**config.mk**
```make
export PLATFORM = sky130hd
export DESIGN_NAME = cache_port_arbiter_flat
export DESIGN_NICKNAME = d
export VERILOG_FILES = /design/src/rtl/cache_port_arbiter_if.sv /design/src/rtl/cache_port_arbiter.sv /design/src/flat_wrapper.sv
export SDC_FILE = /design/constraint.sdc
export NUM_CORES = 1
export LEC_CHECK = 0
export BUFFER_PORTS_ARGS = -buffer_cell sky130_fd_sc_hd__buf_2
export CORE_MARGIN = 1
export CORE_UTILIZATION = 35
export CTS_CLUSTER_SIZE = 40
export DETAILED_ROUTE_END_ITERATION = 12
export GPL_TIMING_DRIVEN = 0
export PLACE_DENSITY = 0.56
export SLEW_MARGIN = 5
export SYNTH_ARGS = -nofsm -noshare
export SYNTH_HDL_FRONTEND = slang
export SYNTH_SLANG_ARGS = --single-unit
```
**constraint.sdc**
```tcl
create_clock -name clk -period 4.57 [get_ports clk]
set_input_delay 0.914 -clock clk [delete_from_list [all_inputs] [get_ports clk]]
set_output_delay 0.914 -clock clk [all_outputs]
set_load 0.03 [all_outputs]
```
**src/rtl/cache_port_arbiter_if.sv**
```systemverilog
// Bus bundle between the requesters, the arbiter and the cache port.
//   req/req_addr/req_data : requester side, packed 32-bit slice per requester
//   gnt/ack/rdata/err/busy: arbiter status back to the requesters
//   cache_address/cache_data/cache_response/cache_out : single cache port
// Modport slave is the arbiter's view; master is the environment's view
// (requesters plus cache).
interface cache_port_arbiter_if #(
  parameter int NUM_REQ = 4
);
  logic [NUM_REQ-1:0]    req;
  logic [NUM_REQ*32-1:0] req_addr;
  logic [NUM_REQ*32-1:0] req_data;
  logic [NUM_REQ-1:0]    gnt;
  logic [NUM_REQ-1:0]    ack;
  logic [31:0]           rdata;
  logic                  err;
  logic                  busy;
  logic [31:0]           cache_address;
  logic [31:0]           cache_data;
  logic                  cache_response;
  logic [31:0]           cache_out;

  modport slave (
    input  req, req_addr, req_data, cache_response, cache_out,
    output gnt, ack, rdata, err, busy, cache_address, cache_data
  );

  modport master (
    output req, req_addr, req_data, cache_response, cache_out,
    input  gnt, ack, rdata, err, busy, cache_address, cache_data
  );
endinterface

```
**src/rtl/cache_port_arbiter.sv**
```systemverilog
// Round-robin arbiter sharing the single port of a direct-mapped cache among
// NUM_REQ requesters. One access at a time is held on the cache port until the
// cache response drops; a repeated {address,data} is answered from local
// mirror registers without touching the cache; a watchdog aborts slow accesses.
// Ports:
//   clk   : system clock, all state on posedge
//   rst_n : asynchronous active-low reset
//   bus   : cache_port_arbiter_if.slave (requesters + cache port), all
//           outputs registered
//
// state | meaning
// IDLE  | no access; arbitrate among pending requests
// ISSUE | new address/data on the cache port, cache sees the change
// WAIT  | waiting for cache_response to drop, watchdog running
// DONE  | ack pulse to the granted requester, err if timed out
module cache_port_arbiter #(
  parameter int NUM_REQ = 4,
  parameter int RAM_AW  = 12,
  parameter int TIMEOUT = 255
) (
  input logic                clk,
  input logic                rst_n,
  cache_port_arbiter_if.slave bus
);

  localparam int IDXW = (NUM_REQ > 1) ? $clog2(NUM_REQ) : 1;
  localparam int WDW  = $clog2(TIMEOUT + 1);

  typedef enum logic [1:0] {
    IDLE  = 2'd0,
    ISSUE = 2'd1,
    WAIT  = 2'd2,
    DONE  = 2'd3
  } state_e;

  state_e              state_q;
  logic [IDXW-1:0]     rr_ptr_q;
  logic [IDXW-1:0]     idx_q;
  logic [RAM_AW-1:0]   addr_lo_q;
  logic [31:0]         data_q;
  logic [WDW-1:0]      wd_cnt_q;
  logic [NUM_REQ-1:0]  gnt_q;
  logic [NUM_REQ-1:0]  ack_q;
  logic [31:0]         rdata_q;
  logic                err_q;
  logic                busy_q;
  logic [31:0]         cache_address_q;
  logic [31:0]         cache_data_q;
  logic [RAM_AW-1:0]   last_addr_q;
  logic [31:0]         last_data_q;
  logic [31:0]         last_rdata_q;

  logic [31:0]         addr_arr [NUM_REQ];
  logic [31:0]         data_arr [NUM_REQ];

  logic                pick_vld_d;
  logic [IDXW-1:0]     pick_idx_d;
  logic [IDXW-1:0]     cand_d;
  logic [31:0]         pick_addr_d;
  logic [31:0]         pick_data_d;
  logic                repeat_hit_d;
  logic [NUM_REQ-1:0]  pick_onehot_d;

  for (genvar i = 0; i < NUM_REQ; i++) begin : g_unpack
    assign addr_arr[i] = bus.req_addr[32*i +: 32];
    assign data_arr[i] = bus.req_data[32*i +: 32];
  end

  // Walk from the farthest candidate to the nearest so the first set bit
  // after rr_ptr overwrites all others.
  always_comb begin
    pick_vld_d = 1'b0;
    pick_idx_d = '0;
    cand_d     = '0;
    for (int k = NUM_REQ; k >= 1; k--) begin
      cand_d = IDXW'((int'(rr_ptr_q) + k) % NUM_REQ);
      if (bus.req[cand_d]) begin
        pick_vld_d = 1'b1;
        pick_idx_d = cand_d;
      end
    end
  end

  assign pick_addr_d   = addr_arr[pick_idx_d];
  assign pick_data_d   = data_arr[pick_idx_d];
  assign pick_onehot_d = NUM_REQ'(1) << pick_idx_d;
  // The cache only compares the low RAM_AW address bits, so aliases repeat.
  assign repeat_hit_d  = (pick_addr_d[RAM_AW-1:0] == last_addr_q) &&
                         (pick_data_d == last_data_q);

  always_ff @(posedge clk or negedge rst_n) begin
    if (!rst_n) begin
      state_q         <= IDLE;
      rr_ptr_q        <= IDXW'(NUM_REQ - 1);
      idx_q           <= '0;
      addr_lo_q       <= '0;
      data_q          <= '0;
      wd_cnt_q        <= '0;
      gnt_q           <= '0;
      ack_q           <= '0;
      rdata_q         <= '0;
      err_q           <= 1'b0;
      busy_q          <= 1'b0;
      cache_address_q <= '0;
      cache_data_q    <= '0;
      last_addr_q     <= '0;
      last_data_q     <= '0;
      last_rdata_q    <= '0;
    end else begin
      case (state_q)
        IDLE: begin
          if (pick_vld_d) begin
            idx_q     <= pick_idx_d;
            addr_lo_q <= pick_addr_d[RAM_AW-1:0];
            data_q    <= pick_data_d;
            gnt_q     <= pick_onehot_d;
            busy_q    <= 1'b1;
            if (repeat_hit_d) begin
              rdata_q <= last_rdata_q;
              ack_q   <= pick_onehot_d;
              state_q <= DONE;
            end else begin
              cache_address_q <= pick_addr_d;
              cache_data_q    <= pick_data_d;
              state_q         <= ISSUE;
            end
          end
        end
        ISSUE: begin
          wd_cnt_q <= '0;
          state_q  <= WAIT;
        end
        WAIT: begin
          if (!bus.cache_response) begin
            rdata_q      <= bus.cache_out;
            last_rdata_q <= bus.cache_out;
            last_addr_q  <= addr_lo_q;
            last_data_q  <= data_q;
            ack_q        <= gnt_q;
            state_q      <= DONE;
          end else if (wd_cnt_q == WDW'(TIMEOUT - 1)) begin
            // The cache already latched this address/data, so the mirror
            // must follow even though the access is aborted.
            err_q        <= 1'b1;
            rdata_q      <= '0;
            last_rdata_q <= '0;
            last_addr_q  <= addr_lo_q;
            last_data_q  <= data_q;
            ack_q        <= gnt_q;
            state_q      <= DONE;
          end else begin
            wd_cnt_q <= wd_cnt_q + WDW'(1);
          end
        end
        DONE: begin
          rr_ptr_q <= idx_q;
          gnt_q    <= '0;
          ack_q    <= '0;
          err_q    <= 1'b0;
          busy_q   <= 1'b0;
          state_q  <= IDLE;
        end
        default: state_q <= IDLE;
      endcase
    end
  end

  assign bus.gnt           = gnt_q;
  assign bus.ack           = ack_q;
  assign bus.rdata         = rdata_q;
  assign bus.err           = err_q;
  assign bus.busy          = busy_q;
  assign bus.cache_address = cache_address_q;
  assign bus.cache_data    = cache_data_q;

endmodule

```
**src/flat_wrapper.sv**
```systemverilog
// flat-port wrapper written by rule: the top's interface ports become plain ports
module cache_port_arbiter_flat 
#(
  parameter int NUM_REQ = 4,
  parameter int RAM_AW  = 12,
  parameter int TIMEOUT = 255
)
  (clk, rst_n, bus_req, bus_req_addr, bus_req_data, bus_cache_response, bus_cache_out, bus_gnt, bus_ack, bus_rdata, bus_err, bus_busy, bus_cache_address, bus_cache_data);
  cache_port_arbiter_if #(.NUM_REQ(NUM_REQ)) bus_i ();
  input logic clk;
  input logic rst_n;
  input wire logic [$bits(bus_i.req)-1:0] bus_req;
  input wire logic [$bits(bus_i.req_addr)-1:0] bus_req_addr;
  input wire logic [$bits(bus_i.req_data)-1:0] bus_req_data;
  input wire logic [$bits(bus_i.cache_response)-1:0] bus_cache_response;
  input wire logic [$bits(bus_i.cache_out)-1:0] bus_cache_out;
  output wire logic [$bits(bus_i.gnt)-1:0] bus_gnt;
  output wire logic [$bits(bus_i.ack)-1:0] bus_ack;
  output wire logic [$bits(bus_i.rdata)-1:0] bus_rdata;
  output wire logic [$bits(bus_i.err)-1:0] bus_err;
  output wire logic [$bits(bus_i.busy)-1:0] bus_busy;
  output wire logic [$bits(bus_i.cache_address)-1:0] bus_cache_address;
  output wire logic [$bits(bus_i.cache_data)-1:0] bus_cache_data;
  assign bus_i.req = bus_req;
  assign bus_i.req_addr = bus_req_addr;
  assign bus_i.req_data = bus_req_data;
  assign bus_i.cache_response = bus_cache_response;
  assign bus_i.cache_out = bus_cache_out;
  assign bus_gnt = bus_i.gnt;
  assign bus_ack = bus_i.ack;
  assign bus_rdata = bus_i.rdata;
  assign bus_err = bus_i.err;
  assign bus_busy = bus_i.busy;
  assign bus_cache_address = bus_i.cache_address;
  assign bus_cache_data = bus_i.cache_data;
  cache_port_arbiter #(.NUM_REQ(NUM_REQ), .RAM_AW(RAM_AW), .TIMEOUT(TIMEOUT)) u_core (.clk(clk), .rst_n(rst_n), .bus(bus_i));
endmodule
```
==> metrics.md <==
| Metric | Value |
|---|---|
| Antenna-violating nets left | `0` |
| EDFF count, synth | `0` |
| Setup-failing EPs final | `0` |
| Sequential-to-total area share from yosys stat | `44.23%` |
| Period utilization | `98.19%` |
| H-tree levels | `1` |
| Core area | `37,930 µm²` |
| Most frequent cell after synthesis | `nand2_1` |
| GPL Wtd Cong | `0.9718` |
| RSZ-0062 raised after global routing | `false` |
| Worst Hold Class | `in2async` |
| Row count | `71` |
| YS warnings | `0` |
| Detailed Route Iter0 Violations | `1,112` |
| Peak supply drop | `0.3320 mV` |
| Critical Setup Path Class | `reg2reg` |
| Status | `complete, no violations` |
| Most area-consuming cells after synthesis | `dfrtp_1 (44%), nand2_1 (12%), mux2_1 (5.0%)` |
| Pre-CTS setup slack | `-0.7383 ns` |
| Yosys top cell by area | `dfrtp_1` |
| Worst setup slack after layout | `0.08249 ns` |
| Mapped Cells | `1,481` |
| Die Ht | `199.0 µm` |
| Hold WS | `0.2217 ns` |
| Async S/R FF share, synth | `100.0%` |
| Area occupied by multi-input gates | `6892 µm²` |
| Final Max Tran Viols | `0` |
| Register bit count reported by yosys | `240` |
| HPWL Detailed | `42,950 µm` |
| Final Skew | `0.02448 ns` |
| Worst-path clk slew | `0.06 ns` |
| FMAX | `222.8 MHz` |
| Cts bufs inserted | `30` |
| CTS root buffer | `clkbuf_16` |
| Tot GR Track Use | `27.50%` |
| Fillers | `3,793` |
| CTS tree | `done` |
| Final nets | `2,215` |
| Layout cells sized above 1 | `29.72%` |
| # port buffers | `400` |
| Period minus WS final | `4.488 ns` |
| CP startpoint kind | `register` |
| Initial antenna violation count | `6` |
| Synth Area per Inst | `9.172 µm²` |
| Final instance area | `17,500 µm²` |
| Initial Util | `35.81%` |
| Pwr Density | `783.4 nW/µm²` |
| First-pass GRT wire length | `79,950 µm` |
| Congestion Overflow GR | `0` |
| Die width | `199.0 µm` |
| Via density | `5.250` |
| Area after DPL | `16,290 µm²` |
| Post-synth top cells | `nand2_1 (444), dfrtp_1 (238), inv_1 (71), clkbuf_1 (65), xnor2_1 (64)` |
| Synth top area share | `43.84%` |
| WL/cell | `22.34 µm` |
| Vias | `12,870` |
| Maximum fanout along the worst path | `10` |
| CTS sink cnt | `240` |
| Critical path required time | `5.01 ns` |
| Area delta synth->final | `28.82%` |
| Pwr Total | `13.71 mW` |
| Worst slew pin tran | `1.088 ns` |
| Vias in the first global route | `12,640` |
| I/O Pins | `401` |
| Synthesized area | `13,580 µm²` |
| Ys flop type | `dfrtp_1` |
| Yosys cell types | `65` |
| Die area | `39,610 µm²` |
| Final hold viol count | `0` |
| Post-CTS Setup Repair Bufs | `0` |
| WP data arrival | `4.93 ns` |
| DRC viols | `0` |
| Clock network latency to the later pin of the worst-skew pair | `0.58 ns` |
| Routed wire length | `54,750 µm` |
| Max Root-Sink Buffers | `3` |
| Storage cell area | `6008 µm²` |
| Max Cap Violations | `0` |
| Post-synth net total | `1,782` |
| Max transition margin | `27.45%` |
| First-pass iteration count of the detailed router | `6` |
| CP Capture Type | `register` |
| P_leak | `8.755 nW` |
| Largest net degree at the start of global routing | `111` |
[per-layer routing]
metal,vias to the layer above,routed length (µm),GRT usage [%]
met4,8,2278,11.20
met2,623,25440,45.25
met3,128,4561,6.053
met1,6215,22410,34.83
li1,5893,-,-
met5,-,61,0
[path summary, 6_finish.rpt]
path / start / endpoint / slack, ns / depth (start not counted)
max reg2reg: u_core.rr_ptr_q[1] / u_core.bus.cache_data[22] / 0.08 / 13
max in group asynchronous: rst_n / u_core.bus.cache_address[23] / 3.46 / 2
min in group clk: u_core.data_q[28] / u_core.data_q[28] / 0.47 / 2
min: rst_n / u_core.last_rdata_q[22] / 0.22 / 1
min reg2reg: u_core.data_q[28] / u_core.data_q[28] / 0.47 / 2
max: u_core.rr_ptr_q[1] / u_core.bus.cache_data[22] / 0.08 / 13
[cell families (layout without fill, tap and decap cells)]
| group | count (synthesis) | count (layout) | share of synthesized area (%) |
|---|---|---|---|
| DFF | 240 | 240 | 44.23 |
| and+or+nand+nor | 590 | 590 | 18.59 |
| muxes | 178 | 178 | 15.40 |
| buffers and inverters | 168 | 625 | 5.084 |
| other | 0 | 2 | 0 |
| adders and majority gates | 6 | 6 | 0.5526 |
| xor gates and xnor gates | 98 | 98 | 6.319 |
| AOI/OAI and AO/OA | 201 | 201 | 9.828 |
[sequential cells by signal, indices dropped and copies added (netlist names)]
name,flops
u_core.state_q,2
u_core.wd_cnt_q,8
u_core.bus.rdata,32
u_core.last_addr_q,12
u_core.rr_ptr_q,2
u_core.idx_q,2
u_core.addr_lo_q,12
u_core.bus.err,1
u_core.bus.ack,4
u_core.bus.cache_data,32
u_core.last_data_q,32
u_core.data_q,32
u_core.bus.busy,1
u_core.last_rdata_q,32
u_core.bus.cache_address,32
u_core.bus.gnt,4
[timing repair]
action | CTS | global route
endpoints found under the hold margin | 0 | 0
endpoints found under the setup margin | 7 | 60
hold buffers | 0 | 0
resized for setup | 1 | 7
[final cells by class]
type,count,area share [%]
tap,511,3.654
multi-input combinational,1073,39.38
clock inverter,17,1.830
timing repair buffer,402,11.81
inverter,72,1.544
buffer,95,2.410
antenna,2,0.02860
clock buffer,39,5.005
sequential,240,34.33
[critical path, cell delays in order, from the launching register on]
cell and delay [ns]:
dfstp_2 0.51, buf_2 0.22, o21ai_1 0.16, nand3_1 0.11, buf_4 0.24, buf_4 0.30
mux2i_1 0.42, o22ai_1 0.15, nor4b_1 0.61, o22ai_1 0.31, or3_4 0.48, nand2_4 0.24
buf_4 0.27, mux2_1 0.33
[metrics by stage]
| step | instances | setup TNS, ns | utilization, % |
|---|---|---|---|
| after floorplan | 1481 | 0 | - |
| after global placement | 2392 | -503.31 | 42.77 |
| after detailed placement | 2394 | -46.98 | 42.95 |
| after CTS | 2450 | 0 | 46.10 |
| after global routing | 2451 | 0 | 46.13 |
| final | 2451 | 0 | 46.13 |
[placed cells by master (no fill, tap or decap), types with 8 or more instances in the layout]
master     synthesis  routed
a21oi_1           29      29
nand2_1          444     444
buf_2              6     405
buf_4              8       8
xnor2_1           64      64
o22ai_1           12      12
dfrtp_1          238     238
and3_1            53      53
bufinv_16          0       9
xor2_1            34      34
clkbuf_1          65      61
mux2i_1           32      32
o2bb2ai_1          9       9
mux2_2            52      52
o21ai_0           48      48
nand4_1           16      16
mux2_4            34      34
buf_1             14      14
clkbuf_16          0      31
inv_1             71      71
nor4_1            14      14
nand3_1            9       9
nor2_1            25      25
a31oi_1           46      45
mux2_1            60      60
[power breakdown]
group          leakage (nW)  switching, mW  internal, mW
Sequential             2.93          0.642          3.16
Combinational          5.23           4.51          2.55
Clock                 0.589          0.989          1.85
Note: power is estimated with default switching activity, not from simulation.
